File: src/rtl/sync_filter.sv
// ============================================================================
// sync_filter : multi-channel synchroniser, debounce filter, edge/glitch pulses
// Revision    : 1.0  initial release
// ============================================================================
`default_nettype none

module sync_filter #(
  parameter int                      NUM_CHANNELS  = 4,
  parameter int                      SYNC_DEPTH    = 2,
  parameter int                      FILTER_CYCLES = 4,
  parameter logic [NUM_CHANNELS-1:0] RESET_VAL     = {NUM_CHANNELS{1'b0}}
) (
  input  logic                    clk,
  input  logic                    n_rst,
  input  logic [NUM_CHANNELS-1:0] i_async_data,
  input  logic                    i_filter_en,
  output logic [NUM_CHANNELS-1:0] o_sync_data,
  output logic [NUM_CHANNELS-1:0] o_filt_data,
  output logic [NUM_CHANNELS-1:0] o_rise,
  output logic [NUM_CHANNELS-1:0] o_fall,
  output logic [NUM_CHANNELS-1:0] o_glitch
);

  localparam int                   CNT_WIDTH = $clog2(FILTER_CYCLES + 1);
  localparam logic [CNT_WIDTH-1:0] C_THR_MAX = CNT_WIDTH'(FILTER_CYCLES - 1);

  logic [NUM_CHANNELS-1:0] sync_q [SYNC_DEPTH];
  logic [CNT_WIDTH-1:0]    thr;

  always_ff @(posedge clk) begin
    if (!n_rst) begin
      for (int i = 0; i < SYNC_DEPTH; i++) sync_q[i] <= RESET_VAL;
    end else begin
      sync_q[0] <= i_async_data;
      for (int i = 1; i < SYNC_DEPTH; i++) sync_q[i] <= sync_q[i-1];
    end
  end

  assign o_sync_data = sync_q[SYNC_DEPTH-1];

  // Bypass simply collapses the acceptance threshold to zero.
  assign thr = i_filter_en ? C_THR_MAX : '0;

  for (genvar c = 0; c < NUM_CHANNELS; c++) begin : g_ch
    logic                 filt_q, filt_d;
    logic [CNT_WIDTH-1:0] cnt_q, cnt_d;
    logic                 rise_q, rise_d;
    logic                 fall_q, fall_d;
    logic                 glitch_q, glitch_d;
    logic                 sync_bit;

    assign sync_bit = o_sync_data[c];

    always_comb begin
      filt_d   = filt_q;
      cnt_d    = cnt_q;
      rise_d   = 1'b0;
      fall_d   = 1'b0;
      glitch_d = 1'b0;
      if (sync_bit == filt_q) begin
        if (cnt_q != '0) begin
          cnt_d    = '0;
          glitch_d = 1'b1;
        end
      end else if (cnt_q < thr) begin
        cnt_d = cnt_q + 1'b1;
      end else begin
        filt_d = sync_bit;
        cnt_d  = '0;
        rise_d = sync_bit;
        fall_d = ~sync_bit;
      end
    end

    always_ff @(posedge clk) begin
      if (!n_rst) begin
        filt_q   <= RESET_VAL[c];
        cnt_q    <= '0;
        rise_q   <= 1'b0;
        fall_q   <= 1'b0;
        glitch_q <= 1'b0;
      end else begin
        filt_q   <= filt_d;
        cnt_q    <= cnt_d;
        rise_q   <= rise_d;
        fall_q   <= fall_d;
        glitch_q <= glitch_d;
      end
    end

    assign o_filt_data[c] = filt_q;
    assign o_rise[c]      = rise_q;
    assign o_fall[c]      = fall_q;
    assign o_glitch[c]    = glitch_q;
  end

endmodule

`default_nettype wire

File: config.mk
export PLATFORM = sky130hd
export DESIGN_NAME = sync_filter
export DESIGN_NICKNAME = d
export VERILOG_FILES = /design/src/rtl/sync_filter.sv
export SDC_FILE = /design/constraint.sdc
export NUM_CORES = 1
export LEC_CHECK = 0
export CORE_UTILIZATION = 56
export DETAILED_ROUTE_END_ITERATION = 16
export PLACE_DENSITY = 0.8
export SYNTH_ARGS = -nofsm -noshare
export SYNTH_HDL_FRONTEND = slang
export SYNTH_SLANG_ARGS = --single-unit
File: constraint.sdc
create_clock -name clk -period 3.1 [get_ports clk]
set_input_delay 0.775 -clock clk [delete_from_list [all_inputs] [get_ports clk]]
set_output_delay 0.775 -clock clk [all_outputs]
set_load 0.05 [all_outputs]
After elaboration in Yosys (flattened, before gate mapping):

Memories as Yosys holds them, arrays and structs flattened.
Cells that the tools add are included.

* register bits: 28
* RAM bits: 8
* input bits: 7
* logic and storage cells: 89
* memories kept: 1

* add/subtract/negate cells: 4
* $lt $le $gt $ge: 4
* equal/unequal tests: 8
* multiplexer cells: 21
* bitwise operators: 15
* reduce and logical (&&, ||, !) cells: 16

Memories
* sync_q: words 2, width 4, rd ports 2, clocked after memory_dff 0, wr ports 2, line 27 `logic [NUM_CHANNELS-1:0] sync_q [SYNC_DEPTH];`

Operator list (count)
* 2-to-1 mux 3 bit: 12
* AND reduction 2 bit: 8
* NOT 1 bit: 13
* adder 3 x 1 -> 3 bit (second input constant): 4
* < comparator 3 x 2 -> 1 bit: 4
* nonzero test 3 bit: 4
* OR reduction 3 bit: 4
* 2-to-1 mux 4 bit: 2
* != test 2 x 1 -> 1 bit (second input constant): 4
* 2-to-1 mux 1 bit: 6
* equality test 1 bit: 4
* 2-to-1 mux 2 bit: 1
* OR 1 bit: 2

Depth between registers and ports, before layout:

* depth after elaboration: 4
* depth in mapped cells: 4
* gate-level depth less buffers: 4

Least setup slack after synthesis:

OpenSTA, ideal clock, no wires.

* kind: input to register
* start: input i_filter_en
* end: register g_ch[0].rise_q
* library setup time: 0.118 ns
* arrival: 1.681 ns
* required time: 2.982 ns
* setup slack: 1.301 ns
* stages: 4
* path buffers: 0
* cells stage by stage: inv_1 ha_1 a211o_1 and4b_2

* word-level cells in the longest chain between the ends: 3

RTL lines
* start, declared: line 16 `input logic i_filter_en,`
* 2-to-1 mux 2 bit: line 42 `assign thr = i_filter_en ? C_THR_MAX : '0;`
* < comparator 3 x 2 -> 1 bit: line 65 `end else if (cnt_q < thr) begin`
* OR reduction 3 bit (no source line)
* end signal, assigned: line 85 `rise_q <= rise_d;`
* end, declared: line 47 `logic rise_q, rise_d;`

No other way between the ends.
A chain may end at the register's enable or synchronous reset.

==> impl_metrics.env <==
export IMPL_fin_util_pct=67.7
export IMPL_globalRouteMet2Util_pct=32.1
export IMPL_syn_avg_cell_area_um2=10.1
export IMPL_slew_headroom_pct=66.6
export IMPL_initial_utilization_pct=60.1
export IMPL_drt_vias_per_instance=5.43
export IMPL_cts_sinks=36
export IMPL_fin_skew_ns=0.00757
export IMPL_cp_start_kind="register"
export IMPL_htreeDepth=2
export IMPL_hpwl_um=1960
export IMPL_regArea_um2=721
export IMPL_total_power_mw=0.853
export IMPL_async_flop_share_pct=0
export IMPL_place_area_um2=1820
export IMPL_die_h_um=56.6
export IMPL_path_cells="clkdlybuf4s50_1"
export IMPL_placed_cells=201
export IMPL_r2r_slack_ns=1.72
export IMPL_min_path_cells=1
export IMPL_grt_overflow_total=0
export IMPL_synth_fa_ha_area_share_pct=8.99
export IMPL_crit_family="buffers and inverters"
export IMPL_synth_area_top_cells="dfxtp_1, buf_4, ha_1"
export IMPL_clock_path_buffers=2
export IMPL_drt_total_wl_um=2590
export IMPL_syn_num_nets=185
export IMPL_grt_util_met3_pct=5.07
export IMPL_rsz0062_at_grt="false"
export IMPL_drive_gt1_share_pct=15.2
export IMPL_finalSetupTns_ns=0
export IMPL_crit_path_max_incr_delay_ns=0.84
export IMPL_worstSetupPathType="register to output pin"
export IMPL_reg2reg_depth=3
export IMPL_ys_warn_count=0
export IMPL_fin_ws_ns=0.719
export IMPL_dieArea_um2=3210
export IMPL_grt_pass1_vias=1139
export IMPL_required_ns=2.32
export IMPL_p_comb_share_pct=12.7
export IMPL_syn_inst=166
export IMPL_num_io_pins=27
export IMPL_top_usage_layer="met2"
export IMPL_power_per_cell_area_nw_per_um2=453
export IMPL_drc=0
export IMPL_critPathSlowestCell="clkdlybuf4s50_1"
export IMPL_syn2layout_area_growth_pct=12.7
export IMPL_worst_hold_path_endpoint="sync_q[0][7]"
export IMPL_grt_pass1_wl_um=4530
export IMPL_ys_top_cells_by_count="dfxtp_1, nand2_1, buf_4"
export IMPL_irDropWorstVdd_uv=453
export IMPL_synth_xor_area_share_pct=2.10
export IMPL_cts_resized=0
export IMPL_wire_per_inst_um=12.4
export IMPL_internal_power_mw=0.628
export IMPL_ctsHoldBuffers=0
export IMPL_ys_seq_area_share_pct=43.1
export IMPL_crit_arrival_ns=1.61
export IMPL_ys_ff_latch=36
export IMPL_synthMuxAreaShare_pct=2.40
export IMPL_cp_max_fo=5
export IMPL_p_leak_nw=0.790
export IMPL_clock_latency_ns=0.34
export IMPL_use_met1_pct=19.6
export IMPL_synth_most_common_cell="dfxtp_1"
export IMPL_port_buffers=26
export IMPL_die_w_um=56.6
export IMPL_syn_cell_area_um2=1670
export IMPL_switching_share_pct=26.3
export IMPL_synth_compound_area_share_pct=7.49
export IMPL_finalCritPeriodShare_pct=76.8
export IMPL_synth_cell_type_count=20
export IMPL_power_switching_mw=0.225
export IMPL_period_needed_ns=2.38
export IMPL_synth_top_family_by_area="simple AND/OR/NAND/NOR gates"
export IMPL_synth_ff_type="dfxtp_1"
export IMPL_core_area_um2=2780
export IMPL_rows=19
export IMPL_cts_buffers_inserted=5
export IMPL_max_freq_ghz=0.420
export IMPL_antenna_found_initial=0
export IMPL_fillCellCount=215
export IMPL_num_vias=1135
export IMPL_cts_tree="yes"
export IMPL_clkTransAtPathRegs_ns=0.11
export IMPL_p_seq_share_pct=56.9
export IMPL_setup_viol=0
export IMPL_final_cells=209
export IMPL_num_antenna_cells=0
export IMPL_critPathCaptureType="output pin"
export IMPL_worst_slew_pin_transition_ns=0.499
export IMPL_min_delay_start="sync_q[0][3]"
export IMPL_postRouteAntennaNets=0
export IMPL_synth_edf_count=0
export IMPL_pre_cts_ws_ns=0.570
export IMPL_yosysTopAreaCell="dfxtp_1"
export IMPL_min_path_type="register to register"
export IMPL_dr_pass1_iters=4
export IMPL_drt_iter0_drc=22
export IMPL_hold_slack_ns=0.436
export IMPL_cts_root_buf="clkbuf_4"
export IMPL_track_usage_pct=18.7
export IMPL_gp_congestion=0.765
export IMPL_design_area_um2=1880
export IMPL_synth_simple_area_share_pct=23.7
export IMPL_pwr_share_clk_pct=30.4
export IMPL_drv_slew=0
export IMPL_multi_input_area_um2=746
export IMPL_max_cap_violations=0
export IMPL_r2r_start="g_ch[0].cnt_q[1]"
export IMPL_post_cts_setup_buffers=0
export IMPL_hold_viol=0
export IMPL_yosysTopAreaCellShare_pct=43.1
export IMPL_timing_rr_end="g_ch[0].cnt_q[1]"
export IMPL_nNetsFinal=196
export IMPL_status="finished, final reports clean"
export IMPL_grt_max_degree=16
export IMPL_crit_buf_inv=1
cell families after synthesis:
group,Yosys count
flops,36
mux,4
compound gates,12
fa+ha+maj,12
buf+inv,34
xor+xnor,4
simple gates,64
flip-flops by register name, indices dropped and copies added (netlist names):
name and cells:
g_ch.cnt_q 12, sync_q 8, g_ch.glitch_q 4, g_ch.rise_q 4
g_ch.fall_q 4, g_ch.filt_q 4
routing by layer:
metal | share of wire [%] | wire length, um | up-vias
met5 | 0 | 0 | -
li1 | - | - | 565
met2 | 50 | 1290 | 24
met3 | 3.6 | 93 | 10
met1 | 44 | 1130 | 536
met4 | 2.9 | 74 | 0
layout by cell type (no fill, tap or decap), drive strengths merged:
cell,count
dfxtp,36
clkdlybuf4s50,26
nand2,24
ha,12
inv,9
nand2b,8
and2,8
and4b,8
clkbuf,6
a211o,4
xnor2,4
nand3b,4
o32ai,4
or3b,4
o22ai,4
mux2i,4
nor3,4
and3,4
buf,3
clkinv,2
final cells by class:
class	count	share of cell area [%]
Clock inverter	2	0.532
Inverter	9	1.79
Tap cell	31	2.06
Multi-Input combinational cell	96	39.6
Sequential cell	36	38.3
Timing Repair Buffer	29	15.0
Clock buffer	6	2.72
power groups by stage:
| stage | clock network, mW | registers (mW) | logic [mW] |
|---|---|---|---|
| finish | 0.260 | 0.485 | 0.108 |
| floorplan | 0 | 0.493 | 0.0846 |
| detailed placement | 0 | 0.496 | 0.108 |
| global route | 0.286 | 0.487 | 0.117 |
| CTS | 0.263 | 0.485 | 0.108 |
| global placement | 0 | 0.495 | 0.104 |
how the worst max path moves through the flow:
stage,from,endpoint,slack (ns),cells after the start
2_1_floorplan,i_filter_en,g_ch[0].rise_q,1.30,4
3_3_place_gp,i_filter_en,g_ch[2].rise_q,0.62,5
3_5_place_dp,i_filter_en,g_ch[3].rise_q,0.57,5
4_1_cts,sync_q[0][4],o_sync_data[0],0.71,1
5_1_grt,sync_q[0][4],o_sync_data[0],0.66,1
6_report,sync_q[0][4],o_sync_data[0],0.72,1
(Power assumes the default switching activity.)
==> patch, RTL diff (same flow settings) <==
Change the parameter `FILTER_CYCLES` from 4 to 8.
--- a/src/rtl/sync_filter.sv
+++ b/src/rtl/sync_filter.sv
@@ -7,7 +7,7 @@
 module sync_filter #(
   parameter int                      NUM_CHANNELS  = 4,
   parameter int                      SYNC_DEPTH    = 2,
-  parameter int                      FILTER_CYCLES = 4,
+  parameter int                      FILTER_CYCLES = 8,
   parameter logic [NUM_CHANNELS-1:0] RESET_VAL     = {NUM_CHANNELS{1'b0}}
 ) (
   input  logic                    clk,
Check against the original RTL: not equivalent (Yosys sat finds a counterexample within 10 cycles, from zero or initial values and one cycle with n_rst low).
==> patch against the unedited design <==
Cell count rose by 19%. Critical path depth rose by 5. Die area rose by 9.4%. Worst setup slack got worse by 64 ps. Sequential cell count rose by 4. Synthesized cell count rose by 16%. Wire length rose by 17%. Via count rose by 12%. Final area rose by 8.9%. Total power rose by 6.3%. Area after synthesis rose by 9.7%. Highest routed layer unchanged.
==> patch: results (changes against the unedited design) <==
outcome=finished, final reports clean (unchanged); library cells used by synthesis=20 (unchanged); Met2 Wirelength=1.53 mm (was 1.29 mm); r2r endpoint=g_ch[2].cnt_q[2] (was g_ch[0].cnt_q[1]); Setup CP Type=input port to register (was register to primary output); Largest regs=g_ch.cnt_q x16, sync_q x8 (was g_ch.cnt_q x12, sync_q x8); critical path fanouts, max=8 (was 5); metal3 WL=83 um (was 93 um); largest cells by area after synthesis=dfxtp_1 44%, ha_1 11%, buf_4 8.2% (was dfxtp_1 43%, buf_4 9.0%, ha_1 9.0%); first-pass GRT wire length=5.28 mm (was 4.53 mm); DP Wirelength=2.12 mm (was 1.96 mm); Synth Net Count=216 (was 185); worst r2r path cells=4 (was 3); clock tree buffer depth=2 (unchanged); peak supply drop=0.274 mV (was 0.453 mV); sw power=231 uW (was 225 uW); Seq/Total Area, Yosys=43.7% (was 43.1%); crit path DAT=2740 ps (was 1610 ps); gr usage total=20.6% (was 18.7%); vias in the first global route=1280 (was 1139); Via density=5.12 (was 5.43); LEAKAGE=0.000822 uW (was 0.000790 uW); fraction of layout cells with a size suffix above 1=3.41% (was 15.2%); reg2reg start=g_ch[2].cnt_q[2] (was g_ch[0].cnt_q[1]); actual slew at the worst max-slew pin=509 ps (was 499 ps); number of DRC markers in iteration 0=30 (was 22); DR WL/cell=12.2 um (was 12.4 um); worst clock skew=4.96 ps (was 7.57 ps); CP startpoint=i_filter_en (was sync_q[0][4]); pin count of the biggest net entering global routing=33 (was 16); number of nets in the layout=227 (was 196)
patch: cell families (layout without fill, tap and decap cells):
group | count (synthesis) | after routing | share of synthesized area (%)
AND/OR/NAND/NOR | 68 | 68 | 19.9
AO/OA/AOI/OAI | 20 | 20 | 7.64
XOR/XNOR | 8 | 8 | 3.82
adder cells (fa/ha/maj) | 16 | 16 | 10.9
buffers and inverters | 37 | 49 | 11.8
flip-flops | 40 | 40 | 43.7
multiplexers | 4 | 4 | 2.18
patch: layout make-up:
class	instances	area, sq um	share of cell area, %
clock buffers	8	58.8	2.87
inverters	14	52.6	2.56
multi-input cells	116	816	39.8
flip-flops and latches	40	801	39.0
well taps	44	55.1	2.68
repair buffers	27	268	13.1
patch: critical path, stage by stage:
cell and delay, ps:
clkdlybuf4s50_1 570, inv_1 200, ha_1 350, a211o_1 320
a2111o_1 370, nor2_1 150
patch: through the flow:
| stage | cell area (sq um) | worst slack (ps) | instances |
|---|---|---|---|
| CTS | 2050 | 656 | 249 |
| global route | 2050 | 590 | 249 |
| detailed placement | 1990 | 316 | 241 |
| global placement | 1990 | 423 | 241 |
| floorplan | 1830 | 1090 | 193 |
| finish | 2050 | 655 | 249 |
patch: worst min path at each step:
stage | start | end | slack [ps]
finish | sync_q[0][2] | sync_q[0][6] | 450
global route | sync_q[0][2] | sync_q[0][6] | 470
CTS | sync_q[0][2] | sync_q[0][6] | 450
detailed placement | sync_q[0][2] | sync_q[0][6] | 420
global placement | sync_q[0][1] | sync_q[0][5] | 420
floorplan | sync_q[0][0] | sync_q[0][4] | 410
patch: power groups by stage:
stage                     logic, uW  clock network (uW)  registers (uW)
after floorplan                73.3                   0             545
after global placement         90.9                   0             547
after detailed placement       94.9                   0             548
after CTS                      96.5                 282             536
after global routing            106                 308             539
final                          96.1                 275             536
patch: metal layers:
| metal | track usage (%) | up-vias |
|---|---|---|
| li1 | - | 653 |
| met1 | 23.2 | 593 |
| met2 | 35.0 | 19 |
| met3 | 4.59 | 10 |
| met4 | 13.3 | 0 |
| met5 | 0 | - |
